### src/rtl/keypad_scan_writer.sv
// keypad_scan_writer
//   Scans a 4x4 active-low matrix keypad one row per scan tick, debounces
//   whole-frame results, and writes every accepted key (4-bit hex code) into
//   the next digit of an 8-digit display latch bank.
//
// Ports:
//   clk        in   system clock
//   rst_n      in   synchronous reset, active low
//   col_n[3:0] in   keypad columns (pulled up, low = closed in driven row)
//   row_n[3:0] out  keypad row drive, exactly one bit low
//   key_code   out  last accepted key code (row*4 + col)
//   key_valid  out  one-clk pulse per accepted key
//   key_held   out  high from accept until release is debounced
//   data4      out  display write data (mirrors key_code)
//   en         out  display write enable, coincident with key_valid
//   cs[2:0]    out  display digit select / write pointer
//   fsm_state  out  debounce FSM state (IDLE=0, DEB=1, HELD=2, REL=3)
//
// Handshake: en/key_valid are single-cycle strobes with no back-pressure.
// data4 and cs are stable for the whole cycle en is high; cs advances only on
// the cycle after en, so the latch bank never sees en with a moving pointer.
module keypad_scan_writer #(
  parameter int CLK_DIV = 5000,
  parameter int DEB_CNT = 4
) (
  input  logic       clk,
  input  logic       rst_n,
  input  logic [3:0] col_n,
  output logic [3:0] row_n,
  output logic [3:0] key_code,
  output logic       key_valid,
  output logic       key_held,
  output logic [3:0] data4,
  output logic       en,
  output logic [2:0] cs,
  output logic [1:0] fsm_state
);

  localparam int TW = $clog2(CLK_DIV);
  localparam int CW = $clog2(DEB_CNT + 1);
  localparam logic [TW-1:0] TICK_LAST = TW'(CLK_DIV - 1);
  localparam logic [CW-1:0] DEB_LAST  = CW'(DEB_CNT);

  typedef enum logic [1:0] {
    IDLE = 2'd0,
    DEB  = 2'd1,
    HELD = 2'd2,
    REL  = 2'd3
  } state_t;

  state_t        state;
  state_t        state_nx;
  logic [TW-1:0] tick_cnt;
  logic          tick;
  logic [1:0]    row_idx;
  logic [11:0]   acc;        // closed bits of rows 0..2 for the frame in progress
  logic [CW-1:0] cnt;
  logic [CW-1:0] cnt_nx;
  logic [CW-1:0] cnt_inc;
  logic [3:0]    cand;
  logic [3:0]    cand_nx;
  logic          do_emit;
  logic          frame_done;
  logic [15:0]   closed;
  logic [1:0]    hits;       // saturates at 2: 0 = NONE, 1 = ONE, 2 = MULTI
  logic [3:0]    hit_idx;
  logic          res_none;
  logic          res_one;

  assign tick       = (tick_cnt == TICK_LAST);
  assign frame_done = tick && (row_idx == 2'd3);
  assign fsm_state  = state;
  assign data4      = key_code;
  assign en         = key_valid;
  assign cnt_inc    = cnt + CW'(1);

  // Row 3 is classified straight from the pins on the frame-completing tick.
  assign closed = {~col_n, acc};

  always_comb begin
    hits    = 2'd0;
    hit_idx = 4'd0;
    for (int i = 0; i < 16; i++) begin
      if (closed[i]) begin
        if (hits != 2'd2) hits = hits + 2'd1;
        hit_idx = 4'(i);
      end
    end
  end

  assign res_none = (hits == 2'd0);
  assign res_one  = (hits == 2'd1);

  // Debounce transition for one completed frame.
  always_comb begin
    state_nx = state;
    cnt_nx   = cnt;
    cand_nx  = cand;
    do_emit  = 1'b0;
    case (state)
      IDLE: begin
        if (res_one) begin
          cand_nx = hit_idx;
          cnt_nx  = CW'(1);
          if (DEB_CNT == 1) begin
            state_nx = HELD;
            do_emit  = 1'b1;
          end else begin
            state_nx = DEB;
          end
        end
      end
      DEB: begin
        if (res_one && hit_idx == cand) begin
          cnt_nx = cnt_inc;
          if (cnt_inc == DEB_LAST) begin
            state_nx = HELD;
            do_emit  = 1'b1;
          end
        end else begin
          state_nx = IDLE;
          cnt_nx   = '0;
        end
      end
      HELD: begin
        // No auto-repeat: any key activity keeps us here.
        if (res_none) begin
          cnt_nx   = CW'(1);
          state_nx = (DEB_CNT == 1) ? IDLE : REL;
        end
      end
      REL: begin
        if (res_none) begin
          cnt_nx = cnt_inc;
          if (cnt_inc == DEB_LAST) begin
            state_nx = IDLE;
            cnt_nx   = '0;
          end
        end else begin
          state_nx = HELD;
        end
      end
      default: begin
        state_nx = IDLE;
        cnt_nx   = '0;
      end
    endcase
  end

  always_ff @(posedge clk) begin
    if (!rst_n) begin
      tick_cnt  <= '0;
      row_idx   <= 2'd0;
      row_n     <= 4'b1110;
      acc       <= '0;
      state     <= IDLE;
      cnt       <= '0;
      cand      <= 4'd0;
      key_code  <= 4'd0;
      key_valid <= 1'b0;
      key_held  <= 1'b0;
      cs        <= 3'd0;
    end else begin
      key_valid <= 1'b0;
      // Pointer moves on the cycle after the write strobe.
      if (key_valid) cs <= cs + 3'd1;

      tick_cnt <= tick ? '0 : tick_cnt + TW'(1);

      if (tick) begin
        row_idx <= row_idx + 2'd1;
        row_n   <= ~(4'b0001 << (row_idx + 2'd1));
        case (row_idx)
          2'd0: acc[3:0]  <= ~col_n;
          2'd1: acc[7:4]  <= ~col_n;
          2'd2: acc[11:8] <= ~col_n;
          default: begin
            acc      <= '0;
            state    <= state_nx;
            cnt      <= cnt_nx;
            cand     <= cand_nx;
            key_held <= (state_nx == HELD) || (state_nx == REL);
            if (do_emit) begin
              key_valid <= 1'b1;
              key_code  <= cand_nx;
            end
          end
        endcase
      end
    end
  end

endmodule
### config.mk
export PLATFORM = sky130hd
export DESIGN_NAME = keypad_scan_writer
export DESIGN_NICKNAME = d
export VERILOG_FILES = /design/src/rtl/keypad_scan_writer.sv
export SDC_FILE = /design/constraint.sdc
export NUM_CORES = 1
export LEC_CHECK = 0
export ABC_AREA = 1
export BUFFER_PORTS_ARGS = -buffer_cell sky130_fd_sc_hd__buf_2
export CORE_ASPECT_RATIO = 1.2
export CORE_UTILIZATION = 50
export DETAILED_ROUTE_END_ITERATION = 6
export GPL_ROUTABILITY_DRIVEN = 0
export GPL_TIMING_DRIVEN = 0
export PLACE_DENSITY = 0.68
export SLEW_MARGIN = 0
export SYNTH_ARGS = -nofsm -noshare
export SYNTH_HDL_FRONTEND = slang
export SYNTH_SLANG_ARGS = --single-unit
### constraint.sdc
create_clock -name clk -period 15.05 [get_ports clk]
set_input_delay 0.7525 -clock clk [delete_from_list [all_inputs] [get_ports clk]]
set_output_delay 0.7525 -clock clk [all_outputs]
set_load 0.02 [all_outputs]
Yosys cells after proc, flatten, opt, wreduce, memory -nomap -nowiden
Index checks and enable logic that the tools add are counted.
Widths: inputs -> output; s select.
{ "op_classes": {"addsub": 19, "multipliers": 0, "div_mod_pow": 0, "order_cmp": 0, "eq_ne": 29, "shifts": 1, "n_mux": 68, "n_bitwise": 8, "reduce_logical": 17} }
{ "op_table": {"columns": ["operator", "count"], "rows": [
  ["$mux 2", 36],
  ["$mux 4", 16],
  ["$ne 2x2->1 const B", 18],
  ["$add 2x1->2 const B", 16],
  ["$pmux 4 s2", 3],
  ["$mux 3", 5],
  ["$add 13x1->13 const B", 1],
  ["$eq 13x13->1 const B", 1],
  ["$pmux 3 s4", 1],
  ["$eq 2x2->1 const B", 5],
  ["$not 4->4", 2],
  ["$pmux 2 s4", 1],
  ["$reduce_and 2->1", 4],
  ["$reduce_or 2->1", 4],
  ["$add 3x1->3 const B", 2],
  ["$eq 2x1->1 const B", 3],
  ["$logic_not 2->1", 3],
  ["$mux 1", 6],
  ["$not 1->1", 6],
  ["$reduce_and 5->1", 1],
  ["$reduce_or 5->1", 1],
  ["$eq 4x4->1", 1],
  ["$shl 1x2->4 const A", 1],
  ["$eq 3x3->1 const B", 1],
  ["4 further kinds", 4]
]} }
{ "word_totals": {"register_bits": 49, "latch_bits": 0, "mem_bits_rw": 0, "rom_bits": 0, "in_bits": 6, "out_inout_bits": 20, "n_memories": 0} }

Longest topological paths before layout
{ "logic_depth": {"ltp_word": 52, "depth_mapped": 54, "depth_no_buf": 54} }

Worst setup path before layout
No wires, ideal clock.
{ "synth_timing": {"kind": "reg-to-reg", "startpoint": "reg acc[0]", "endpoint": "reg key_code[3] (netlist: data4[3])", "t_arrival_ns": 4.935, "required_time_ns": 14.935, "slack_ns": 10.000, "stages_incl_launch_ff": 49, "n_path_buf": 0, "path_cell_list": "dfxtp_1 > inv_1 > ha_1 > inv_1 > nand2_2 > nand2_1 > nand2_1 > nand2_1 > inv_1 > nand2_1 > nand2_1 > inv_1 > nand3_1 > nand2_2 > inv_2 > nand2_1 > nand2_1 > nand2_1 > (+13 left out) > o21ai_1 > nand2_1 > nand3_1 > nand2_1 > inv_1 > nor3_1 > a21oi_1 > ha_1 > or2_2 > nand2_1 > ha_1 > or2_2 > nand2_2 > nand4_4 > nor2_4 > nand3_1 > nand2_1 > nor2_1"} }
{ "synth_via": {"elab_chain_cells": 51} }
{ "synth_rtl": {"columns": ["element", "line_no", "text"], "rows": [
  ["start: declaration", "56", "logic [11:0] acc;"],
  ["start signal: assignment", "174", "2'd0: acc[3:0] <= ~col_n;"],
  ["$mux 1 (*)", "84", "if (closed[i]) begin"],
  ["$add 2x1->2 or $ne 2x2->1 (tied branches)", "85", "if (hits != 2'd2) hits = hits + 2'd1;"],
  ["$mux 2", "85", null],
  ["$mux 2 (*)", "84", null],
  ["$add 2x1->2 or $ne 2x2->1 (tied branches)", "85", null],
  ["$mux 2", "85", null],
  ["$mux 2 (*)", "84", null],
  ["$add 2x1->2 or $ne 2x2->1 (tied branches)", "85", null],
  ["(+35 left out)", null, null],
  ["$add 2x1->2 or $ne 2x2->1 (tied branches)", "85", null],
  ["$mux 2", "85", null],
  ["$mux 2 (*)", "84", null],
  ["$eq 2x1->1 (*)", "92", "assign res_one = (hits == 2'd1);"],
  ["$logic_and 1x1->1", "114", "if (res_one && hit_idx == cand) begin"],
  ["$mux 1", "114", null],
  ["$mux 1", "100", "case (state)"],
  ["$reduce_and 3->1 (no source line)", null, null],
  ["end signal: assignment", "185", "key_code <= cand_nx;"],
  ["end: declaration", "30", "output logic [3:0] key_code,"]
]} }
Mark *: on every way between the ends. The rest lies on a longest branch, timed or not.
A chain may end at the register's enable or synchronous reset.

Final worst setup path
{ "layout_timing": {"startpoint": "reg acc[0]", "endpoint": "reg key_code[2] (netlist: data4[2])"} }
Same word-level chain as after synthesis.

==> results.rst <==
.. list-table::
   :header-rows: 1

   * - Metric
     - Value
   * - Status
     - finished, final reports clean
   * - First-pass GRT wire length
     - 13.6 mm
   * - Post-CTS Resized
     - 0
   * - Setup fix buffers added after clock tree synthesis
     - 0
   * - Core ar.
     - roughly 7000 um2
   * - Overall track demand over capacity in global routing
     - 0.218
   * - CTS tree
     - yes
   * - Hold-fix buffer count after cts
     - 0
   * - Maximum VDD drop
     - 54.6 uV
   * - Post-route total power
     - about 0.26 mW
   * - Cell family with most CP delay
     - simple AND/OR/NAND/NOR gates
   * - Worst-Margin Slew
     - 1.10 ns
   * - Drt via density
     - ~5.1
   * - Total inserted antenna cells
     - 0
   * - Critical-path top delay cell
     - dfxtp_1
   * - Leading cell type by number of instances after synthesis
     - nand2_1
   * - First-iteration detailed-routing DRC count
     - roughly 90
   * - Max-cap violation count
     - 0
   * - Pin count of the biggest net entering global routing
     - 17
   * - Fraction of layout instances using a drive strength above 1
     - 0.113
   * - Post-synthesis instance total
     - 609
   * - Endpoint kind of the worst setup timing path
     - register
   * - GR Overflow Total
     - 0
   * - Biggest area consumer among synthesized cells
     - dfxtp_1
   * - Share of the clock period used by the worst path
     - 0.387
   * - ANT nets after route
     - 0
   * - Critical Path Start Type
     - register
   * - Total clock buffers created by CTS
     - 5
   * - Placed wire-length estimate
     - 6.25 mm
   * - Deepest level of the CTS H-tree
     - 2
   * - Per-instance average area after synthesis
     - 6.04 um2
   * - Cell total after placement
     - just over 700
   * - Net count after synthesis
     - 632
   * - Number of rows created at floorplan
     - 33
   * - Commonest cells in the synthesized netlist
     - nand2_1 (183), inv_1 (74), nand3_1 (62), nor2_1 (61), dfxtp_1 (48)
   * - Setup CP Type
     - register to register
   * - Skew final
     - 0.00872 ns
   * - Count of boundary I/O pins
     - 26
   * - Clock latency of the later-clocked register in the worst-skew pair
     - ~0.30 ns
   * - Max Clock Freq
     - 172 MHz
   * - Most used DFF post-synth
     - dfxtp_1
   * - WP buf/inv
     - 4
   * - Number of sinks handled by clock tree synthesis
     - 48
   * - Via count
     - about 3,700
   * - Setup repair after global routing missed its margin
     - no
   * - Worst-case clock buffer depth
     - 2
   * - Post-route DRC
     - 0
   * - Number of synthesis warnings
     - 0
   * - Clock slew at reported path FFs
     - 0.10 ns
   * - Finished Core Util
     - 0.579
   * - Count of flip-flops with a built-in enable after synthesis
     - 0
   * - Worst slew margin relative to its limit
     - 0.251
   * - Drt pass-1 iters
     - 4
   * - Cell area power density
     - approximately 65 nW/um2
   * - Summed negative setup slack over all endpoints
     - 0 ns
   * - Post-Route Hold Slack
     - 0.466 ns
   * - Share of the synthesized area in the top cell type
     - 0.261
   * - Input/output buffers
     - 22
   * - LEAKAGE
     - approximately 2.0 nW
   * - Asr flop ratio synth
     - 0
   * - Root Buffer Master
     - clkbuf_8
   * - Minimum period implied by the final worst setup slack
     - between 5 and 6 ns
   * - Initial standard-cell utilization of the core
     - 0.528
   * - Chip Width
     - roughly 80 um
   * - Hold Violations, Final
     - 0
   * - Wirelength per Cell
     - 10.9 um
   * - HP Class
     - register to register
   * - Number of global-route vias before repair
     - roughly 3,400
   * - Endpoint required time on the critical path
     - 15.25 ns
   * - Cell mode on critical path
     - nand2_1
   * - Data arrival at the endpoint of the critical path
     - 6.04 ns
   * - Distinct cells, synth
     - 36
   * - P&R area growth vs syn
     - 9.69%
   * - Cell Area, Synth
     - 3680 um2
   * - Die outline height
     - 96.0 um
   * - Portion of the post-synthesis area used by sequential elements
     - 0.261
   * - DIE AREA
     - 7710 um2
   * - Register bit count reported by yosys
     - 48
   * - Post-route non-filler standard cell count
     - 726
   * - Critical path peak fanout
     - 10
   * - Longest individual stage delay on the worst path
     - about 0.38 ns
   * - Routed Wire Length
     - 7.89 mm
   * - Synth top area cells
     - dfxtp_1 (26%), nand2_1 (19%), nand3_1 (8.4%), inv_1 (7.5%), nor2_1 (6.2%)
   * - Initial antenna violation count
     - 0
   * - Fill cell instance count of the final layout
     - between 700 and 800
   * - # setup viols final
     - 0
   * - Net count reported at finish
     - 661
   * - Slew Viols, Final
     - 0
[routing by layer]
layer  wire [um]  up-vias  global-route usage
met4         115        0              0.0774
met3         163       10              0.0265
met5           0        -                   0
met1        3760     1648               0.238
met2        3850       39               0.425
li1            -     2030                   -
[state kept, by name (all words and copies together), names as in the netlist]
name       count
acc           12
cnt            3
cs             3
en             1
tick_cnt      13
fsm_state      1
row_n          4
key_held       1
data4          4
cand           4
row_idx        2
[cells by family (layout without fill, tap and decap cells)]
group / count (synthesis) / count (layout) / synth area share
compound gates: 78 / 78 / 0.117
xor+xnor: 6 / 6 / 0.0143
fa+ha+maj: 17 / 17 / 0.0578
buf+inv: 95 / 125 / 0.111
flops: 48 / 48 / 0.261
simple gates: 365 / 365 / 0.439
[worst paths after layout]
kind	from	end	slack, ns	cells after the start
setup / recovery	acc[0]	data4[2]	9.22	44
hold / removal	tick_cnt[0]	tick_cnt[0]	0.47	1
setup reg to reg	acc[0]	data4[2]	9.22	44
hold reg to reg	tick_cnt[0]	tick_cnt[0]	0.47	1
[placed cells by master (no fill, tap or decap), types with 3 or more instances in the layout]
master | Yosys | routed
nand3_1 | 62 | 62
nand4_1 | 21 | 21
ha_1 | 17 | 17
nor2_1 | 61 | 61
xor2_1 | 5 | 5
inv_1 | 74 | 74
nand2_1 | 183 | 183
dfxtp_1 | 48 | 48
nor2_2 | 3 | 3
clkbuf_8 | 0 | 5
buf_4 | 9 | 9
clkbuf_1 | 3 | 3
o22ai_1 | 5 | 5
nor4_1 | 4 | 4
a21oi_1 | 35 | 35
o21ai_0 | 23 | 23
buf_2 | 2 | 24
a211oi_1 | 3 | 3
inv_2 | 4 | 4
or2_2 | 3 | 3
nand2_2 | 13 | 13
nor3_1 | 8 | 8
[cell type report]
class	instances	area, um2	area share
sequential	48	961	0.238
inverter	79	297	0.0734
timing repair buffer	22	110	0.0273
clock buffer	5	68.8	0.0170
buffer	16	111	0.0276
multi-input combinational	466	2310	0.573
clock inverter	3	68.8	0.0170
tap	87	109	0.0270
[worst register-to-register path, delay by kind of cell (launching register included)]
| family | cells | cell delay, ns |
|---|---|---|
| flip-flops | 1 | 0.38 |
| adder cells (fa/ha/maj) | 3 | 0.81 |
| AO/OA/AOI/OAI | 3 | 0.61 |
| buffers and inverters | 4 | 0.30 |
| AND/OR/NAND/NOR | 34 | 3.66 |
[where the power goes]
group	internal, mW	total [mW]	switching (mW)	leakage, nW
registers	0.128	0.128	0.000550	0.387
clock network	0.0669	0.113	0.0465	0.0687
logic	0.00675	0.0210	0.0143	1.52
total	0.201	0.263	0.0613	1.98
[through the flow]
stage	instance area (um2)	worst slack (ns)
4_1_cts	4040	9.19
3_3_place_gp	3900	9.36
6_report	4040	9.22
2_1_floorplan	3680	10.0
5_1_grt	4040	8.53
3_5_place_dp	3900	9.22
Power figures use the tool's default switching activity.
